[config.mk]
export PLATFORM = sky130hd
export DESIGN_NAME = fetch_unit
export DESIGN_NICKNAME = d
export VERILOG_FILES = /design/src/rtl/fetch_unit.sv
export SDC_FILE = /design/constraint.sdc
export NUM_CORES = 1
export LEC_CHECK = 0
export ABC_AREA = 1
export CORE_MARGIN = 2
export CORE_UTILIZATION = 50
export DETAILED_ROUTE_END_ITERATION = 16
export GPL_TIMING_DRIVEN = 0
export PLACE_DENSITY = 0.81
export SLEW_MARGIN = 0
export SYNTH_ARGS = -nofsm -noshare
export SYNTH_HDL_FRONTEND = slang
export SYNTH_SLANG_ARGS = --single-unit
[constraint.sdc]
create_clock -name clk -period 2.6 [get_ports clk]
set_input_delay 0.65 -clock clk [delete_from_list [all_inputs] [get_ports clk]]
set_output_delay 0.65 -clock clk [all_outputs]
set_load 0.03 [all_outputs]
[src/rtl/fetch_unit.sv]
// fetch_unit -- instruction fetch stage for the 8-bit core.
//
// Holds the fetch PC, runs the program-memory req/ack handshake and presents
// one instruction per cycle on inst_reg to the downstream decoder. Handles
// execute stalls (one-word holding buffer), taken branches (flush) and
// skip-type squashes.
//
// Optional feature macro: FETCH_SKIP_EN
//   defined   -> skip squashes the next instruction loaded into inst_reg
//   undefined -> skip is ignored, every fetched word is presented valid
//
// Ports
//   clk, rst              clock, synchronous active-high reset
//   imem_req/imem_addr    fetch request and address (addr = fetch_pc)
//   imem_ack/imem_data    memory completion and instruction word, same cycle
//   stall                 decode/execute cannot consume inst_reg
//   branch_en/target      taken branch, redirects fetch and flushes
//   skip                  squash the next instruction
//   inst_reg/inst_valid/pc  instruction register presented to decode
module fetch_unit #(
  parameter int unsigned         PC_WIDTH     = 8,
  parameter logic [PC_WIDTH-1:0] RESET_VECTOR = '0
) (
  input  logic                clk,
  input  logic                rst,
  output logic                imem_req,
  output logic [PC_WIDTH-1:0] imem_addr,
  input  logic                imem_ack,
  input  logic [7:0]          imem_data,
  input  logic                stall,
  input  logic                branch_en,
  input  logic [PC_WIDTH-1:0] branch_target,
  input  logic                skip,
  output logic [7:0]          inst_reg,
  output logic                inst_valid,
  output logic [PC_WIDTH-1:0] pc
);

  typedef enum logic [1:0] {BOOT, FETCH, HOLD} state_t;

  state_t              state, state_nxt;
  logic [PC_WIDTH-1:0] fetch_pc;
  logic [7:0]          buf_data;
  logic [PC_WIDTH-1:0] buf_pc;

  logic                accept, mem_hit, load_mem, load_buf, load, squash;
  logic [7:0]          ld_data;
  logic [PC_WIDTH-1:0] ld_pc;

  assign imem_req  = (state == FETCH);
  assign imem_addr = fetch_pc;

  // inst_reg can take a new word when it is empty or being consumed.
  assign accept   = !inst_valid || !stall;
  assign mem_hit  = (state == FETCH) && imem_ack;
  assign load_mem = mem_hit && accept;
  assign load_buf = (state == HOLD) && accept;
  assign load     = load_mem || load_buf;
  assign ld_data  = load_buf ? buf_data : imem_data;
  assign ld_pc    = load_buf ? buf_pc   : fetch_pc;

`ifdef FETCH_SKIP_EN
  logic skip_pending;
  // A skip raised in the same cycle as a load squashes that load directly,
  // so the instruction right after the skip-type one is the one dropped.
  assign squash = skip_pending || skip;

  always_ff @(posedge clk) begin
    if (rst || branch_en)   skip_pending <= 1'b0;
    else if (load)          skip_pending <= 1'b0;
    else if (skip)          skip_pending <= 1'b1;
  end
`else
  logic unused_skip;
  assign unused_skip = skip;
  assign squash      = 1'b0;
`endif

  // Next-state logic; branch overrides everything.
  always_comb begin
    state_nxt = state;
    case (state)
      BOOT:    state_nxt = FETCH;
      FETCH:   if (imem_ack && !accept) state_nxt = HOLD;
      HOLD:    if (accept) state_nxt = FETCH;
      default: state_nxt = BOOT;
    endcase
    if (branch_en) state_nxt = FETCH;
  end

  always_ff @(posedge clk) begin
    if (rst) state <= BOOT;
    else     state <= state_nxt;
  end

  always_ff @(posedge clk) begin
    if (rst) begin
      fetch_pc   <= RESET_VECTOR;
      inst_reg   <= 8'h00;
      inst_valid <= 1'b0;
      pc         <= RESET_VECTOR;
    end else if (branch_en) begin
      // Any ack this cycle is dropped; the buffer is abandoned by leaving HOLD.
      fetch_pc   <= branch_target;
      inst_valid <= 1'b0;
    end else begin
      if (mem_hit) begin
        fetch_pc <= fetch_pc + PC_WIDTH'(1);
        if (!accept) begin
          buf_data <= imem_data;
          buf_pc   <= fetch_pc;
        end
      end
      if (load) begin
        inst_reg   <= squash ? 8'h00 : ld_data;
        pc         <= ld_pc;
        inst_valid <= !squash;
      end else if (inst_valid && !stall) begin
        inst_valid <= 1'b0;
      end
    end
  end

endmodule

==> results.ini <==
[cells_and_area]
num_antenna_cells = 0
syn_to_final_growth_pct = 29.57
utilization_pct = 67.44
layout.nets = 356
drive_gt1_share_pct = 7.186
fillers = 364
fin_area_um2 = 2698

[detailed_routing]
vias = 1809
drt-initial-drc-count = 93
viasPerCell = 4.711
first_pass_iters = 4
wl_um = 4348
final_antenna_net_count = 0
drc = 0
wl_per_cell_um = 11.32

[synthesis]
synth_area_per_cell_um2 = 7.436
synthTopCellsByArea = dfxtp_1 (26%), edfxtp_1 (23%), nand2_1 (15%), nor2_1 (8.5%), inv_1 (8.3%)
synthCells = 280
synth-seq-cells = 43
synth_top_area_share_pct = 25.96
yosysWarnings = 0
synth-seq-area-share_pct = 49.04
netlist_area_um2 = 2082
synth_top_area_cell = dfxtp_1
syn_nets = 303
ys_types = 22

[floorplanning]
die_h_um = 68.53
start_util_pct = 52.05
io_pins = 48
rows = 23
die_w_um = 68.53
die-area_um2 = 4696
coreArea_um2 = 4000

[clocking]
h-tree-depth = 2
clock_path_buffers = 2
cts_root_buffer = clkbuf_8
clk_pin_slew_ps = 70
clk-insertion-delay-late_ps = 290
cts_inserted_buffers = 5
post_cts_buffers = 0
cts_sinks = 43
cts_tree = built

[timing]
period_needed_ps = 2388
finalCritPeriodShare_pct = 91.84
rsz0062_at_grt = no
hold_violations = 0
fin_skew_ps = 5.832
tightest_slew_ps = 810.9
setup_violations = 0
slew_violations = 0
fmax_ghz = 0.4188
slew_headroom_pct = 45.88

[worst_setup_path]
path_class = in2reg
cpMaxStageDelayCell = nor2_2
cp.required_ps = 2520
max_stage_delay_ps = 650
crit_fanout = 16
crit_path_cell_trace = clkdlybuf4s50_1 > buf_2 > nor2_1 > nand3_1 > nor2_2
critPathArrivalTime_ps = 2310
cp-end-kind = register
cp-start-kind = primary input
ff2ff_setup_slack_ps = 990

[global_routing]
grt_antenna_before_repair = 0
grt.total_usage_pct = 20.26
grt_pass1_vias = 1612
grt_overflow = 0
grt_pass1_wl_um = 7017
grt_max_degree = 17

[placement]
placed_area_um2 = 2605
place_congestion = 0.8509
place_hpwl_um = 3125
port_buffers = 46

[power]
power_density_nw_per_um2 = 521.8
p_leak_nw = 1.248
peakVddDrop_mv = 0.3229

[status]
status = completed

[job]
drv_cap = 0

[min_path]
worstHoldPathType = reg2reg

worst paths after layout:
kind                                   from          end  cells past startpoint
worst min-delay path            inst_reg[7]  inst_reg[7]                      4
worst max register to register     state[0]  buf_data[7]                      2
worst min register to register  inst_reg[7]  inst_reg[7]                      4
worst max-delay path              branch_en  buf_data[7]                      5
worst max-delay path, delay by kind of cell:
family	cells	cell delay [ps]
simple gates	3	970
buf+inv	2	680
logic make-up after synthesis:
family	share of synthesized area (%)
fa+ha+maj	0.6009
simple gates	29.69
buf+inv	13.28
compound gates	7.392
flops	49.04
repair_timing:
action,in CTS,in global routing
hold buffers,0,0
setup endpoints to repair,16,0
resized for setup,1,0
synthesized netlist by cell type (all sizes together):
library cell,n
a21oi,5
a31oi,1
buf,8
bufinv,1
clkbuf,1
dfxtp,27
edfxtp,16
ha,1
inv,48
nand2,84
nand3,17
nand4,1
nor2,47
o211a,1
o21a,1
o21ai,21
routing by layer:
layer,up-vias,global-route usage [%],part of all wire [%]
li1,958,-,-
met1,800,24.90,45
met2,46,34.74,50
met3,5,4.870,4.2
met4,0,6.750,0.87
met5,-,0,0
cell type report:
cell class                 count  area (µm²)  share of cell area (%)
multi-input combinational    179       787.0                   29.17
tap                           50       62.56                   2.319
clock inverter                 1       3.754                  0.1391
clock buffer                   7       86.33                   3.200
inverter                      49       197.7                   7.328
timing repair buffer          46       460.4                   17.07
buffer                         9       78.83                   2.922
sequential                    43        1021                   37.85
cell usage in the layout, fill, tap and decap left out, types with 2 or more instances in the layout:
cell type / count
clkbuf_8: 7
buf_6: 4
o21ai_0: 19
nand2_1: 82
nor2_1: 46
inv_1: 46
a21oi_1: 5
edfxtp_1: 16
dfxtp_1: 27
buf_2: 4
nand2_2: 2
o21ai_1: 2
clkdlybuf4s50_1: 46
inv_2: 2
nand3_4: 2
nand3_1: 14
metrics by stage:
| stage | setup TNS, ps | hold WS (ps) | worst slack [ps] | std cells | power [mW] |
|---|---|---|---|---|---|
| after CTS | 0 | 516.7 | 163.7 | 384 | 1.421 |
| after floorplan | 0 | 520.9 | 444.8 | 280 | 0.8926 |
| after detailed placement | -8531 | 503.9 | -533.8 | 376 | 0.9942 |
| after global routing | 0 | 547.1 | 56.83 | 384 | 1.470 |
| after global placement | -6785 | 499.0 | -424.8 | 376 | 0.9896 |
| final | 0 | 512.8 | 212.0 | 384 | 1.408 |
report_power, final:
| part | leakage [nW] | internal, mW | total (mW) | switching (mW) |
|---|---|---|---|---|
| Clock | 0.0459 | 0.213 | 0.428 | 0.216 |
| Sequential | 0.364 | 0.721 | 0.744 | 0.0232 |
| Combinational | 0.838 | 0.108 | 0.236 | 0.128 |
| Total | 1.25 | 1.04 | 1.41 | 0.366 |
No activity file was read; power rests on OpenSTA's default activity.
